<file path="src/rtl/frontend_pkg.sv">
// Shared types and constants for the in-order front end.
package frontend_pkg;

   localparam int PC_W_DEFAULT    = 12;
   localparam int INSTR_W_DEFAULT = 32;

   // An all-zero instruction word terminates the program.
   localparam logic [INSTR_W_DEFAULT-1:0] HALT_INSTR = 32'h0;

   typedef enum logic [1:0] {
      ST_BOOT   = 2'd0,
      ST_RUN    = 2'd1,
      ST_DRAIN  = 2'd2,
      ST_HALTED = 2'd3
   } fe_state_e;

   // One fetched instruction together with the PC it came from.
   typedef struct packed {
      logic [PC_W_DEFAULT-1:0]    pc;
      logic [INSTR_W_DEFAULT-1:0] instr;
   } fetch_entry_t;

endpackage

</file>
<file path="src/rtl/frontend_if.sv">
// Bundle of instruction-memory, redirect and decode-side signals of the front end.
interface frontend_if #(
   parameter int PC_W    = 12,
   parameter int INSTR_W = 32
);
   logic [PC_W-1:0]    imem_addr;
   logic [INSTR_W-1:0] imem_data;
   logic               redirect_valid;
   logic [PC_W-1:0]    redirect_pc;
   logic               dec_ready;
   logic               dec_valid;
   logic [PC_W-1:0]    dec_pc;
   logic [INSTR_W-1:0] dec_instr;
   logic               halted;
   logic [1:0]         state;

   // Controller side
   modport master (
      output imem_addr,
      input  imem_data,
      input  redirect_valid,
      input  redirect_pc,
      input  dec_ready,
      output dec_valid,
      output dec_pc,
      output dec_instr,
      output halted,
      output state
   );

   // Environment side (memory, back end, decode)
   modport slave (
      input  imem_addr,
      output imem_data,
      output redirect_valid,
      output redirect_pc,
      output dec_ready,
      input  dec_valid,
      input  dec_pc,
      input  dec_instr,
      input  halted,
      input  state
   );
endinterface

</file>
<file path="src/rtl/frontend_fetch_queue.sv">
// Two-entry synchronous FIFO with a registered head; flush wins over enq/deq.
module fetch_queue
   import frontend_pkg::*;
#(
   parameter type entry_t = fetch_entry_t
) (
   input  logic       clk,
   input  logic       rst,
   input  logic       enq_i,
   input  logic       deq_i,
   input  logic       flush_i,
   input  entry_t     entry_i,
   output logic [1:0] count_o,
   output entry_t     head_o
);

   entry_t     slot0_q, slot0_d;
   entry_t     slot1_q, slot1_d;
   logic [1:0] count_q, count_d;
   logic       do_deq;
   logic       do_enq;

   // A full queue only accepts a new entry when the head leaves in the same cycle.
   assign do_deq = deq_i && (count_q != 2'd0);
   assign do_enq = enq_i && ((count_q != 2'd2) || do_deq);

   // Next-state of slots and occupancy; slot0 is always the head and keeps
   // its last value when the queue drains so the decode outputs hold.
   always_comb begin
      slot0_d = slot0_q;
      slot1_d = slot1_q;
      count_d = count_q;
      if (flush_i) begin
         count_d = 2'd0;
      end else begin
         case (count_q)
            2'd0: begin
               if (do_enq) begin
                  slot0_d = entry_i;
                  count_d = 2'd1;
               end
            end
            2'd1: begin
               if (do_enq && do_deq) begin
                  slot0_d = entry_i;
               end else if (do_enq) begin
                  slot1_d = entry_i;
                  count_d = 2'd2;
               end else if (do_deq) begin
                  count_d = 2'd0;
               end
            end
            default: begin
               if (do_deq) begin
                  slot0_d = slot1_q;
                  if (do_enq) begin
                     slot1_d = entry_i;
                  end else begin
                     count_d = 2'd1;
                  end
               end
            end
         endcase
      end
   end

   // Storage and occupancy registers
   always_ff @(posedge clk) begin
      if (rst) begin
         slot0_q <= '0;
         slot1_q <= '0;
         count_q <= 2'd0;
      end else begin
         slot0_q <= slot0_d;
         slot1_q <= slot1_d;
         count_q <= count_d;
      end
   end

   assign count_o = count_q;
   assign head_o  = slot0_q;

endmodule

</file>
<file path="src/rtl/frontend_ctrl.sv">
// Front-end sequencer: PC, fetch FSM, and the decode-side fetch queue.
module frontend_ctrl
   import frontend_pkg::*;
#(
   parameter int          PC_W     = PC_W_DEFAULT,
   parameter int          INSTR_W  = INSTR_W_DEFAULT,
   parameter int unsigned RESET_PC = 0,
   parameter int unsigned PC_STEP  = 4
) (
   input logic       clk,
   input logic       rst,
   frontend_if.master bus
);

   typedef struct packed {
      logic [PC_W-1:0]    pc;
      logic [INSTR_W-1:0] instr;
   } entry_t;

   fe_state_e       state_q, state_d;
   logic [PC_W-1:0] pc_q, pc_d;
   logic [1:0]      count;
   entry_t          head;
   entry_t          enq_entry;
   logic            deq;
   logic            fetch;
   logic            enq;
   logic            is_halt;
   logic            halted;

   assign deq       = (count != 2'd0) && bus.dec_ready;
   assign is_halt   = (bus.imem_data == INSTR_W'(HALT_INSTR));
   assign enq       = fetch && !is_halt;
   assign enq_entry = '{pc: pc_q, instr: bus.imem_data};

   // State register
   always_ff @(posedge clk) begin
      if (rst) begin
         state_q <= ST_BOOT;
      end else begin
         state_q <= state_d;
      end
   end

   // Next state; a redirect restarts fetching from any state
   always_comb begin
      state_d = state_q;
      if (bus.redirect_valid) begin
         state_d = ST_RUN;
      end else begin
         unique case (state_q)
            ST_BOOT:   state_d = ST_RUN;
            ST_RUN:    if (fetch && is_halt) state_d = ST_DRAIN;
            ST_DRAIN:  if (count == 2'd0) state_d = ST_HALTED;
            ST_HALTED: state_d = ST_HALTED;
         endcase
      end
   end

   // FSM outputs: fetch strobe and halted flag
   always_comb begin
      fetch  = (state_q == ST_RUN) && !bus.redirect_valid &&
               ((count != 2'd2) || deq);
      halted = (state_q == ST_HALTED);
   end

   // Next PC: redirect target (word aligned), else advance past each enqueued word
   always_comb begin
      pc_d = pc_q;
      if (bus.redirect_valid) begin
         pc_d = {bus.redirect_pc[PC_W-1:2], 2'b00};
      end else if (enq) begin
         pc_d = pc_q + PC_W'(PC_STEP);
      end
   end

   // PC register
   always_ff @(posedge clk) begin
      if (rst) begin
         pc_q <= PC_W'(RESET_PC);
      end else begin
         pc_q <= pc_d;
      end
   end

   fetch_queue #(
      .entry_t (entry_t)
   ) u_fetch_queue (
      .clk     (clk),
      .rst     (rst),
      .enq_i   (enq),
      .deq_i   (deq),
      .flush_i (bus.redirect_valid),
      .entry_i (enq_entry),
      .count_o (count),
      .head_o  (head)
   );

   assign bus.imem_addr = pc_q;
   assign bus.dec_valid = (count != 2'd0);
   assign bus.dec_pc    = head.pc;
   assign bus.dec_instr = head.instr;
   assign bus.halted    = halted;
   assign bus.state     = state_q;

endmodule

</file>
<file path="src/flat_wrapper.sv">
// flat-port wrapper written by rule: the top's interface ports become plain ports
module frontend_ctrl_flat import frontend_pkg::*;
#(
   parameter int          PC_W     = PC_W_DEFAULT,
   parameter int          INSTR_W  = INSTR_W_DEFAULT,
   parameter int unsigned RESET_PC = 0,
   parameter int unsigned PC_STEP  = 4
)
  (clk, rst, bus_imem_addr, bus_imem_data, bus_redirect_valid, bus_redirect_pc, bus_dec_ready, bus_dec_valid, bus_dec_pc, bus_dec_instr, bus_halted, bus_state);
  frontend_if #(.PC_W(PC_W), .INSTR_W(INSTR_W)) bus_i ();
  input logic clk;
  input logic rst;
  output wire logic [$bits(bus_i.imem_addr)-1:0] bus_imem_addr;
  input wire logic [$bits(bus_i.imem_data)-1:0] bus_imem_data;
  input wire logic [$bits(bus_i.redirect_valid)-1:0] bus_redirect_valid;
  input wire logic [$bits(bus_i.redirect_pc)-1:0] bus_redirect_pc;
  input wire logic [$bits(bus_i.dec_ready)-1:0] bus_dec_ready;
  output wire logic [$bits(bus_i.dec_valid)-1:0] bus_dec_valid;
  output wire logic [$bits(bus_i.dec_pc)-1:0] bus_dec_pc;
  output wire logic [$bits(bus_i.dec_instr)-1:0] bus_dec_instr;
  output wire logic [$bits(bus_i.halted)-1:0] bus_halted;
  output wire logic [$bits(bus_i.state)-1:0] bus_state;
  assign bus_imem_addr = bus_i.imem_addr;
  assign bus_i.imem_data = bus_imem_data;
  assign bus_i.redirect_valid = bus_redirect_valid;
  assign bus_i.redirect_pc = bus_redirect_pc;
  assign bus_i.dec_ready = bus_dec_ready;
  assign bus_dec_valid = bus_i.dec_valid;
  assign bus_dec_pc = bus_i.dec_pc;
  assign bus_dec_instr = bus_i.dec_instr;
  assign bus_halted = bus_i.halted;
  assign bus_state = bus_i.state;
  frontend_ctrl #(.PC_W(PC_W), .INSTR_W(INSTR_W), .RESET_PC(RESET_PC), .PC_STEP(PC_STEP)) u_core (.clk(clk), .rst(rst), .bus(bus_i));
endmodule
</file>
<file path="config.mk">
export PLATFORM = sky130hd
export DESIGN_NAME = frontend_ctrl_flat
export DESIGN_NICKNAME = d
export VERILOG_FILES = /design/src/rtl/frontend_pkg.sv /design/src/rtl/frontend_if.sv /design/src/rtl/frontend_fetch_queue.sv /design/src/rtl/frontend_ctrl.sv /design/src/flat_wrapper.sv
export SDC_FILE = /design/constraint.sdc
export NUM_CORES = 1
export LEC_CHECK = 0
export CAP_MARGIN = 20
export CORE_MARGIN = 2
export CORE_UTILIZATION = 52
export DETAILED_ROUTE_END_ITERATION = 8
export PLACE_DENSITY = 0.83
export SLEW_MARGIN = 5
export SYNTH_ARGS = -nofsm -noshare
export SYNTH_HDL_FRONTEND = slang
export SYNTH_SLANG_ARGS = --single-unit
</file>
<file path="constraint.sdc">
create_clock -name clk -period 5.82 [get_ports clk]
set_clock_uncertainty 0.2 [all_clocks]
set_input_delay 0.582 -clock clk [delete_from_list [all_inputs] [get_ports clk]]
set_output_delay 0.582 -clock clk [all_outputs]
set_load 0.01 [all_outputs]
</file>
* Word level (Yosys, flattened, before mapping)
Index checks and enable logic that the tools add are counted.
** Cells by class
- Equality and inequality tests :: 14
- $add $sub $neg :: 1
- Reductions and logical operators :: 25
- Multipliers :: 0
- Divide/modulo/power cells :: 0
- Magnitude comparators :: 0
- Muxes and demuxes :: 21
- Bitwise logic cells :: 2
- Shifts and indexed selects :: 0
** Operator list (count)
- two-way mux 44 bit :: 6
- one-hot mux 44 bit (2 select lines) :: 2
- logical NOT 32 bit :: 1
- two-way mux 12 bit :: 2
- two-way mux 2 bit :: 8
- adder 12 x 3 -> 12 bit (second input constant) :: 1
- logical AND 1 bit :: 8
- != test 2 bit (second input constant) :: 4
- one-hot mux 2 bit (4 select lines) :: 1
- AND reduction 4 bit :: 2
- != test 3 x 2 -> 1 bit (second input constant) :: 2
- nonzero test 2 bit :: 3
- AND reduction 5 bit :: 1
- equality test 2 x 1 -> 1 bit (second input constant) :: 2
- equality test 2 bit (second input constant) :: 2
- logical NOT 2 bit :: 2
- != test 2 x 1 -> 1 bit (second input constant) :: 2
- one-hot mux 2 bit (2 select lines) :: 1
- AND reduction 2 bit :: 2
- != test 3 x 1 -> 1 bit (second input constant) :: 1
- != test 3 bit (second input constant) :: 1
- nonzero test 3 bit :: 1
- logical NOT 1 bit :: 2
- logical OR 1 bit :: 2
- other kinds (3) :: 4
** Storage, ports and cells
- Memory bits (read-only) :: 0
- Bits in latches :: 0
- Memories :: 0
- Bits in registers :: 104
- Logic and storage cells :: 72
- Bits of input ports :: 48
- RAM bits :: 0
- Output and inout port bits :: 60

* Depth between registers and ports, before layout
Gate-level depths: netlist of run 1.
- Word-level depth :: 9
- Depth in mapped cells :: 8
- Depth with buffers taken out :: 6

* Hierarchy
From an unflattened synthesis of run 1, not the netlist that was laid out.
** Unflattened totals
- Cells, all modules :: 416
- Area total of the unflattened synthesis :: 4539.4 um^2
** Modules (own cells, without submodules)
- fetch_queue :: times used 1, area each 3748.6 um^2, cells an instance 320, seq. area each 1801.7 um^2
- frontend_ctrl :: times used 1, area each 790.8 um^2, cells an instance 96, seq. area each 240.2 um^2

* Least setup slack after synthesis of run 1
OpenSTA, ideal clock, no wires.
- Kind :: input-to-reg
- From :: in bus_imem_data[6]
- To :: reg u_core.pc_q[2] (netlist: u_core.bus.imem_addr[2])
- Path buffers :: 1
- Setup slack :: 3.538 ns
- Setup time :: 0.103 ns
- Arrival :: 1.979 ns
- Data required time :: 5.517 ns
- Stages :: 6
- Cells stage by stage :: nor4_1 nand2_1 nor4_4 buf_6 nor2_1 a2111oi_2
** Between the ends
- Cells in the longest elaborated chain, start to end :: 4
** RTL lines
- start, declared :: line flat_wrapper.sv:14 : input wire logic [$bits(bus_i.imem_data)-1:0] bus_imem_data;
- logical NOT 32 bit :: line frontend_ctrl.sv:32 : assign is_halt = (bus.imem_data == INSTR_W'(HALT_INSTR));
- logical NOT 1 bit :: line frontend_ctrl.sv:33 : assign enq = fetch && !is_halt;
- logical AND 1 bit :: line frontend_ctrl.sv:33
- nonzero test 2 bit (no line)
- end signal, assigned :: line frontend_ctrl.sv:80 : pc_q <= PC_W'(RESET_PC);
- end signal, assigned :: line frontend_ctrl.sv:82 : pc_q <= pc_d;
- end, declared :: line frontend_ctrl.sv:21 : logic [PC_W-1:0] pc_q, pc_d;
No other way between the ends.
A chain may end at the register's enable or synchronous reset.

* Worst setup path after layout of run 1
- From :: in bus_redirect_valid
- To :: reg u_core.u_fetch_queue.slot0_q, in the netlist u_core.u_fetch_queue.head_o[23]
** Between the ends
- Cells in the longest elaborated chain, start to end :: 8
- Elaborated cells on any way between the ends :: 10
- Classes of those cells :: eq/ne (2); bitwise (1); reduce/logical (7)
** RTL lines
- start, declared :: line flat_wrapper.sv:15 : input wire logic [$bits(bus_i.redirect_valid)-1:0] bus_redirect_valid;
- logical NOT 1 bit :: line frontend_ctrl.sv:62 : fetch = (state_q == ST_RUN) && !bus.redirect_valid &&
- logical AND 1 bit (2 in a row) :: line frontend_ctrl.sv:62
- logical AND 1 bit :: line frontend_ctrl.sv:33
- logical AND 1 bit :: line frontend_fetch_queue.sv:25 : assign do_enq = enq_i && ((count_q != 2'd2) || do_deq);
- logical AND 1 bit :: line frontend_fetch_queue.sv:44 : if (do_enq && do_deq) begin
- != test 2 bit (no line)
- AND reduction 4 bit (no line) *
- end signal, assigned :: line frontend_fetch_queue.sv:74 : slot0_q <= slot0_d;
- end, declared :: line frontend_fetch_queue.sv:17 : entry_t slot0_q, slot0_d;
Every way passes the cells marked *; elsewhere a longest branch is shown, timed or not.

==> results of run 1 <==
[worst min-delay path by stage]
stage                                                             start  slack, ns                                            end
final                      u_core.u_fetch_queue.slot1_q[2]$_SDFFE_PP0P_       0.29   u_core.u_fetch_queue.slot1_q[2]$_SDFFE_PP0P_
after global routing       u_core.u_fetch_queue.slot1_q[9]$_SDFFE_PP0P_       0.32   u_core.u_fetch_queue.slot1_q[9]$_SDFFE_PP0P_
after CTS                  u_core.u_fetch_queue.slot1_q[2]$_SDFFE_PP0P_       0.30   u_core.u_fetch_queue.slot1_q[2]$_SDFFE_PP0P_
after detailed placement  u_core.u_fetch_queue.slot1_q[38]$_SDFFE_PP0P_       0.28  u_core.u_fetch_queue.slot1_q[38]$_SDFFE_PP0P_
after global placement    u_core.u_fetch_queue.slot1_q[29]$_SDFFE_PP0P_       0.27  u_core.u_fetch_queue.slot1_q[29]$_SDFFE_PP0P_
after floorplan            u_core.u_fetch_queue.slot1_q[0]$_SDFFE_PP0P_       0.26   u_core.u_fetch_queue.slot1_q[0]$_SDFFE_PP0P_
[cells in the final DEF, fill, tap and decap left out, drive strengths merged, types with 4 or more instances in the layout]
master,netlist,final
conb,1,4
o21ai,6,6
mux2i,84,84
dfxtp,98,98
nor4,10,10
nor2,13,13
inv,3,5
nand3,9,9
nand2b,86,86
a21oi,5,5
clkbuf,39,10
a31oi,47,47
or4,7,7
buf,23,10
o211ai,42,42
or3,45,45
nand2,56,56
clkdlybuf4s50,0,100
nor3,4,4
[area by class of cell]
class	instances	area [um^2]
fillers	858	3310
multi-input cells	446	3050
flip-flops and latches	98	1960
repair buffers	110	1100
well taps	133	166
clock buffers	10	138
clock inverters	6	87.6
inverters	3	11.3
[tightest hold or removal path: stages, from the launching register on]
cell,delay (ns)
dfxtp_1,0.33
nand2b_1,0.07
mux2i_1,0.06
[state kept, by name, summed over array words and instances, names as in the netlist]
register                      count
u_core.u_fetch_queue.head_o      42
u_core.bus.state                  2
u_core.u_fetch_queue.slot1_q     42
u_core.u_fetch_queue.count_o      2
u_core.bus.imem_addr             10
[where the power goes]
group | leakage [uW] | switching, uW | internal (uW)
sequential | 0.000797 | 19.2 | 689
combinational | 0.00108 | 81.6 | 97.7
clock | 0.000117 | 252 | 256
total | 0.00199 | 352 | 1040
[metrics by stage]
step	instance area, um^2	std cells	utilization	setup WS [ns]	total power (uW)
after floorplan	5280	609	-	3.54	809
after global placement	6260	789	0.637	2.18	892
after detailed placement	6260	789	0.637	2.07	900
after CTS	6480	805	0.660	2.50	1400
after global routing	6510	806	0.663	2.28	1450
final	6510	806	0.663	2.49	1390
[kinds of logic (layout without fill, tap and decap cells)]
family | Yosys count | after routing | synth area share
other | 1 | 4 | 0.000712
flip-flops | 98 | 98 | 0.373
adder cells (fa/ha/maj) | 1 | 1 | 0.00238
multiplexers | 84 | 84 | 0.160
AO/OA/AOI/OAI | 116 | 116 | 0.153
buffers and inverters | 65 | 129 | 0.0556
AND/OR/NAND/NOR | 240 | 240 | 0.255
XOR/XNOR | 1 | 1 | 0.00166
[Yosys cell counts (all sizes together)]
cell type / n
and3: 3
o211a: 1
o211ai: 42
nor2b: 3
or2: 1
dfxtp: 98
nor3: 4
o31ai: 2
ha: 1
inv: 3
a21oi: 5
o21a: 1
nand3: 9
a221oi: 1
a32o: 1
o21ai: 6
or3: 45
a21boi: 1
nor2: 13
clkbuf: 39
nand2: 56
a311oi: 3
o22ai: 1
xor2: 1
buf: 23
or4: 7
and2: 3
a31oi: 47
nor4: 10
a2111oi: 1
a22oi: 2
a21o: 1
nand2b: 86
o311a: 1
mux2i: 84
conb: 1
[routing by layer]
| layer | track usage | part of all wire | vias to the layer above |
|---|---|---|---|
| met2 | 0.424 | 0.49 | 156 |
| met4 | 0.116 | 0.029 | 0 |
| met3 | 0.0424 | 0.048 | 41 |
| li1 | - | - | 2307 |
| met1 | 0.324 | 0.43 | 2320 |
| met5 | 0 | 0 | - |
==> results.md, run 1 <==
* Status: finished, final reports clean
* RSZ-0062 raised after global routing: no
* CP max FO at 42
* Core box area at 9820 um^2
* Slew Limit Fails at 0
* R2r endpoint: u_core.bus.imem_addr[11]$_SDFFE_PP0P_
* Total Routing Usage GR at 0.255
* Hold WC Path Type: flip-flop to flip-flop
* Mapped Avg Cell Area at 8.69 um^2
* GPL Wtd Cong at 0.887
* Die Y at 105 um
* Largest net degree at the start of global routing at 141
* Startpoint Class: primary input
* Hold WS at 0.294 ns
* Final setup fails at 0
* Synth area leader: dfxtp_1
* Initial drt markers at 274
* Post-synthesis sequential area ratio at 0.373
* Dpl hpwl at 8610 um
* Worst path depth at 5
* Num rows at 36
* WS Path Type: primary input to flip-flop
* Top cell type's share of synthesized area at 0.373
* Leakage dissipation at 0.00199 uW
* Hold Path Depth at 2
* Antenna viol nets, final at 0
* P&R area growth vs syn at 23.6%
* Reg-to-reg startpoint: u_core.bus.state[1]$_SDFFE_PP0P_
* YS warnings at 0
* GR Overflow Total at 0
* CP max-delay cell: nand3_2
* Worst Setup End Kind: flip-flop
* Worst path buffer plus inverter count at 2
* Vias per cell at 5.99
* Vias at 4824
* Max Cap Viol at 0
* Post-Synthesis Cells at 606
* Antenna diodes at 0
* Setup Fix Bufs, Post-CTS at 0
* Library cells used by synthesis at 41
* FF+latch count, synth at 98
* Share of cells above drive strength 1 at 0.0490
* Clk_lat worst skew at 0.37 ns
* Reg2reg setup slack at 3.45 ns
* Top cells by area, synth: dfxtp_1 37%, mux2i_1 16%, nand2b_1 10%, o211ai_1 6.0%, a31oi_1 5.6%
* Sink Count at 98
* Crit path cell chain: clkdlybuf4s50_1 > inv_1 > nand3_2 > o211ai_1 > a31oi_1
* Buffers on Ports at 101
* CP startpoint: bus_redirect_valid
* Die Wd at 105 um
* Initial antenna violation count at 0
* Vias in the first global route at 4756
* Worst rel slew slack at 0.348
* Critical path required time at 5.87 ns
* Global-route wire length before repair at 22900 um
* Hold Vio Cnt, Final at 0
* H-tree Lvls at 3
* CTS clk-pin slew, worst paths at 0.10 ns
* CTS Hold Buffers Added at 0
* Min cycle time layout at 3.33 ns
* DRT Wirelength at 13800 um
* Root cell of the clock tree: clkbuf_8
* Layout Nets at 717
* CP max stage delay at 0.86 ns
* Starting density of the core at 0.536
* Worst Tran Pin Value at 0.977 ns
* Power per cell area at 214 nW/um^2
* Achievable Freq at 300 MHz
* Worst endpoint data arrival time at 3.39 ns
* Pre-antenna DRT Iters at 5
* Worst Reg2Reg Path Length in Cells at 5
* Area of the mapped netlist at 5270 um^2
* Clk buf depth at 2
* Residual DRC at 0
* CTS resizes at 0
* Post-DR wirelength/cell at 17.1 um
* Part of the cycle the worst path needs at 0.573
* CTS tree: yes
* Maximum vdd ir drop at 0.000120 V
* Setup TNS at 0 ns
* Die area at 10900 um^2
* Crit path capture: u_core.u_fetch_queue.head_o[23]$_SDFFE_PP0P_
* TritonCTS Buffers at 9
* Top delay family on crit path: buffers and inverters
* IO Pins at 108
(Power assumes the default switching activity.)
==> run 2, diff against run 1 <==
--- a/config.mk
+++ b/config.mk
@@ -7,9 +7,9 @@
 export LEC_CHECK = 0
 export CAP_MARGIN = 20
 export CORE_MARGIN = 2
-export CORE_UTILIZATION = 52
+export CORE_UTILIZATION = 47
 export DETAILED_ROUTE_END_ITERATION = 8
-export PLACE_DENSITY = 0.83
+export PLACE_DENSITY = 0.79
 export SLEW_MARGIN = 5
 export SYNTH_ARGS = -nofsm -noshare
 export SYNTH_HDL_FRONTEND = slang
==> constraint.sdc (replaced) <==
create_clock -name clk -period 3.05 [get_ports clk]
set_clock_uncertainty 0.2 [all_clocks]
set_input_delay 0.305 -clock clk [delete_from_list [all_inputs] [get_ports clk]]
set_output_delay 0.305 -clock clk [all_outputs]
set_load 0.01 [all_outputs]
==> results.md, run 2 (synthesis gave the netlist of run 1 again) <==
* Worst Tran Pin Value at 0.855 ns (-0.122 ns)
* Dpl cells at 806 (+2.2%)
* Final setup fails at 0 (unchanged)
* CTS clk-pin slew, worst paths at 0.10 ns (about the same)
* Clk_lat worst skew at 0.38 ns (about the same)
* Global-route wire length before repair at 22500 um (-1.7%)
* Part of the cycle the worst path needs at 0.788
* Fin cells at 822 (+2.0%)
* Initial drt markers at 343 (+25%)
* Commonest non-fill, non-tap cell in the layout: clkdlybuf4s50_1
* # fillers at 973 (+13%)
* Buffers on Ports at 101 (unchanged)
* Root cell of the clock tree: clkbuf_8
* Dpl hpwl at 9230 um (+7.1%)
* Vias in the first global route at 4725 (-0.65%)
* Comb pwr share at 0.138 (+0.009)
* Vias at 4817 (-0.15%)
* CTS tree: yes
* Switching pwr at 682 uW (+93%)
* DRT Wirelength at 13800 um (about the same)
* Max Cap Viol at 0 (unchanged)
* Most frequent cells in the layout: 100 x clkdlybuf4s50_1, 97 x dfxtp_1, 86 x nand2b_1, 84 x mux2i_1, 56 x nand2_1
* Power per cell area at 380 nW/um^2 (+77%)
* Worst endpoint data arrival time at 2.42 ns (-0.97 ns)
* Status: finished, final reports clean
* Starting density of the core at 0.484 (-0.0526)
* Startpoint Class: primary input
* Clk pwr share at 0.322 (-0.042)
* CTS resizes at 0 (unchanged)
* Num rows at 38 (+5.6%)
* Setup Fix Bufs, Post-CTS at 0 (unchanged)
* Worst Setup End Kind: flip-flop
* Antenna viol nets, final at 0 (unchanged)
* Leakage dissipation at 0.00203 uW (+1.6%)
* Sequential Power Share at 0.540 (+0.032)
* GR Overflow Total at 0 (unchanged)
* Largest net degree at the start of global routing at 102 (-28%)
* GPL Wtd Cong at 0.910 (+2.5%)
* Share of cells above drive strength 1 at 0.0616 (+0.0125)
* Internal power at 1820 uW (+75%)
* Maximum vdd ir drop at 0.000269 V (+120%)
* Slew Limit Fails at 0 (unchanged)
* H-tree Lvls at 3 (unchanged)
* P&R area growth vs syn at 25.1%
* Die Wd at 110 um (+5.0%)
* Critical path required time at 3.06 ns (-2.81 ns)
* Setup TNS at 0 ns (unchanged)
* Core box area at 10900 um^2 (+11%)
* Final Power at 2500 uW (+79%)
* Antenna diodes at 0 (unchanged)
* Sink Count at 98 (unchanged)
* Pre-antenna DRT Iters at 4 (-1)
* Die Y at 110 um (+5.0%)
* Reg2reg setup slack at 0.88 ns (-2.57 ns)
* Residual DRC at 0 (unchanged)
* Post-DR wirelength/cell at 16.8 um (-1.9%)
* Vias per cell at 5.86 (-2.1%)
* Hold Vio Cnt, Final at 0 (unchanged)
* Achievable Freq at 416 MHz
* RSZ-0062 raised after global routing: no
* Layout Nets at 726 (+1.3%)
* Worst rel slew slack at 0.430 (+0.0821)
* CP max FO at 60 (+43%)
* PnR worst setup slack at 0.647 ns (-1.84 ns)
* TritonCTS Buffers at 9 (unchanged)
* Clk buf depth at 2 (unchanged)
* WS Path Type: primary input to flip-flop
* Die area at 12100 um^2 (+10%)
* Hold WC Path Type: flip-flop to flip-flop
* Post-Place Worst Slack at 0.272 ns (-1.80 ns)
* IO Pins at 108 (unchanged)
* Min cycle time layout at 2.40 ns
* CTS Hold Buffers Added at 0 (unchanged)
* Initial antenna violation count at 0 (unchanged)
* Total Routing Usage GR at 0.235 (-0.0196)
* Sw Share at 0.272 (+0.0197)
[run 2: power groups by stage]
stage          sequential [uW]  clock (uW)  combinational [uW]
2_1_floorplan             1390           0                 158
3_3_place_gp              1380           0                 334
3_5_place_dp              1380           0                 346
4_1_cts                   1350         824                 347
5_1_grt                   1360         872                 377
6_report                  1350         806                 345
[run 2: final timing paths]
path | to | cells past startpoint | from
hold reg to reg | u_core.u_fetch_queue.slot1_q[14]$_SDFFE_PP0P_ | 2 | u_core.u_fetch_queue.slot1_q[14]$_SDFFE_PP0P_
setup / recovery | u_core.u_fetch_queue.head_o[23]$_SDFFE_PP0P_ | 8 | bus_imem_data[5]
hold / removal | u_core.u_fetch_queue.slot1_q[14]$_SDFFE_PP0P_ | 2 | u_core.u_fetch_queue.slot1_q[14]$_SDFFE_PP0P_
setup reg to reg | u_core.u_fetch_queue.head_o[22]$_SDFFE_PP0P_ | 5 | u_core.u_fetch_queue.count_o[1]$_SDFFE_PP0P_
[run 2: critical path, cell delays in order]
cell and delay (ns):
clkdlybuf4s50_1 0.48, nor4_1 0.34, nand2_1 0.15, nor4_4 0.37
buf_12 0.29, buf_4 0.26, or3_1 0.15, a31oi_1 0.08
[run 2: metal layers]
metal,share of wire,track usage
met2,0.50,0.393
met4,0.015,0.0940
met1,0.44,0.298
met5,0,0
met3,0.052,0.0451
[run 2: per-stage QoR]
stage | hold WS (ns) | instance area, um^2 | utilization
after CTS | 0.293 | 6590 | 0.605
after global placement | 0.271 | 6400 | 0.588
after detailed placement | 0.283 | 6400 | 0.588
final | 0.294 | 6590 | 0.605
after floorplan | 0.260 | 5280 | -
after global routing | 0.318 | 6590 | 0.605
[run 2: final cells by class]
| type | instances | area [um^2] | area share |
|---|---|---|---|
| Timing Repair Buffer | 119 | 1210 | 0.183 |
| Inverter | 3 | 11.3 | 0.00171 |
| Multi-Input combinational cell | 446 | 3050 | 0.463 |
| Tap cell | 140 | 175 | 0.0266 |
| Clock buffer | 10 | 128 | 0.0194 |
| Sequential cell | 98 | 1960 | 0.298 |
| Clock inverter | 6 | 57.6 | 0.00873 |
==> run 3, diff against run 2 <==
==> constraint.sdc (replaced) <==
create_clock -name clk -period 2.1 [get_ports clk]
set_clock_uncertainty 0.2 [all_clocks]
set_input_delay 0.21 -clock clk [delete_from_list [all_inputs] [get_ports clk]]
set_output_delay 0.21 -clock clk [all_outputs]
set_load 0.01 [all_outputs]
==> results.md, run 3 (synthesis gave the netlist of run 1 again) <==
* Status: finished, final reports clean
* P&R area growth vs syn at 40.7%
* CP max FO at 7 (-88%)
* Dpl cell area at 7020 um^2 (+9.5%)
* Starting density of the core at 0.484 (unchanged)
* Vias in the first global route at 5014 (+6.1%)
* Vias per cell at 5.80 (-0.95%)
* Antenna viol nets, final at 0 (unchanged)
* Leakage dissipation at 0.00256 uW (+26%)
* CTS Hold Buffers Added at 0 (unchanged)
* GRT Max-Usage Layer: met2
* Power per cell area at 499 nW/um^2 (+31%)
* Min cycle time layout at 2.05 ns
* Buffers on Ports at 101 (unchanged)
* Layout Nets at 797 (+9.8%)
* M3 GR Usage at 0.0391 (-0.00593)
* Critical path required time at 2.19 ns (-0.87 ns)
* CTS tree: yes
* H-tree Lvls at 3 (unchanged)
* Global-route wire length before repair at 23700 um (+5.2%)
* Hold Vio Cnt, Final at 0 (unchanged)
* Root cell of the clock tree: clkbuf_8
* Worst Setup End Kind: flip-flop
* Pre-antenna DRT Iters at 5 (+1)
* Die Wd at 110 um (unchanged)
* Share of cells above drive strength 1 at 0.165 (+0.103)
* Max Cap Viol at 0 (unchanged)
* Setup TNS at 0 ns (unchanged)
* Crit path cell chain: clkdlybuf4s50_1 > nor4_2 > nand2_2 > nor4_4 > buf_12 > buf_12 > buf_12 > o211ai_1 > a31oi_1
* Final instance area at 7410 um^2 (+12%)
* CP max-delay cell: clkdlybuf4s50_1
* RSZ-0062 raised after global routing: yes
* Residual DRC at 0 (unchanged)
* Commonest non-fill, non-tap cell in the layout: dfxtp_1
* Hold WS at 0.00159 ns (-0.292 ns)
* Final setup fails at 0 (unchanged)
* Maximum vdd ir drop at 0.000267 V (-0.75%)
* Core box area at 10900 um^2 (unchanged)
* Num rows at 38 (unchanged)
* Most frequent cells in the layout: 97 x dfxtp_1, 86 x nand2b_1, 84 x mux2i_1, 83 x clkdlybuf4s50_1, 67 x buf_4
* Final Power at 3700 uW (+48%)
* GPL Wtd Cong at 0.859 (-5.6%)
* Routing usage on met1 at 0.315 (+0.0171)
* Sink Count at 98 (unchanged)
* Initial antenna violation count at 1 (+1)
* GR Overflow Total at 0 (unchanged)
* Largest net degree at the start of global routing at 80 (-22%)
* Core Util, Final at 0.681 (+0.0753)
* Clk buf depth at 2 (unchanged)
* Total Routing Usage GR at 0.246 (+0.0104)
* Post-DR wirelength/cell at 17.1 um (+1.6%)
* Hold WC Path Type: primary input to flip-flop
* Startpoint Class: primary input
* CP max stage delay at 0.44 ns (-0.04 ns)
* # fillers at 837 (-14%)
* TritonCTS Buffers at 9 (unchanged)
* Slew Limit Fails at 0 (unchanged)
* WS Path Type: primary input to flip-flop
* Vias at 5189 (+7.7%)
* CTS clk-pin slew, worst paths at 0.10 ns (about the same)
* Worst endpoint data arrival time at 2.14 ns (-0.28 ns)
* Die area at 12100 um^2 (unchanged)
* Clk_lat worst skew at 0.38 ns (about the same)
* Achievable Freq at 489 MHz
* M2 GR Usage at 0.413 (+0.0202)
* Part of the cycle the worst path needs at 0.974
* Top cell by count, worst path: buf_12
* IO Pins at 108 (unchanged)
* DRT Wirelength at 15300 um (+10%)
* Initial drt markers at 313 (-8.7%)
* Dpl hpwl at 10100 um (+9.3%)
* Die Y at 110 um (unchanged)
## run 3: critical path: cells and delay by family
family,cells,cell delay [ns]
and+or+nand+nor,3,0.79
buffers and inverters,4,0.85
AOI/OAI and AO/OA,2,0.28
## run 3: through the flow
step	setup WS, ns	cells
after floorplan	0.102	609
after global placement	-0.512	869
after detailed placement	-0.601	869
after CTS	0.00976	890
after global routing	-0.0535	894
final	0.0537	894
## run 3: per-layer routing
metal  up-vias  wire length (um)  share of wire
met2       193              7640           0.50
met4         0               273          0.018
met3        27               979          0.064
met1      2488              6360           0.42
li1       2481                 -              -
met5         -                 0              0
## run 3: final timing paths
check	from	to	slack, ns	cells past startpoint
hold reg to reg	u_core.u_fetch_queue.slot1_q[7]$_SDFFE_PP0P_	u_core.u_fetch_queue.head_o[7]$_SDFFE_PP0P_	0.30	2
setup / recovery	bus_imem_data[0]	u_core.u_fetch_queue.head_o[13]$_SDFFE_PP0P_	0.05	9
hold / removal	bus_imem_data[4]	u_core.u_fetch_queue.slot1_q[4]$_SDFFE_PP0P_	0.002	3
setup reg to reg	u_core.bus.state[1]$_SDFFE_PP0P_	u_core.bus.imem_addr[7]$_SDFFE_PP0P_	0.11	7
## run 3: timing repair
item,4_1_cts,5_1_grt
pin swaps,4,13
buffers inserted,5,1
endpoints found under the setup margin,41,90
resized for setup,4,27
cloned,0,2
## run 3: power breakdown
group / internal (uW) / switching [uW]
Clock: 431 / 702
Combinational: 344 / 273
Sequential: 1910 / 38.5
Total: 2680 / 1010
## run 3: cell type report
| cell class | instances | area, um^2 | area share |
|---|---|---|---|
| antenna | 1 | 2.50 | 0.000338 |
| clock inverter | 6 | 43.8 | 0.00591 |
| inverter | 3 | 11.3 | 0.00152 |
| clock buffer | 10 | 128 | 0.0172 |
| multi-input combinational | 446 | 3100 | 0.419 |
| timing repair buffer | 190 | 1980 | 0.268 |
| tap | 140 | 175 | 0.0236 |
| sequential | 98 | 1960 | 0.265 |
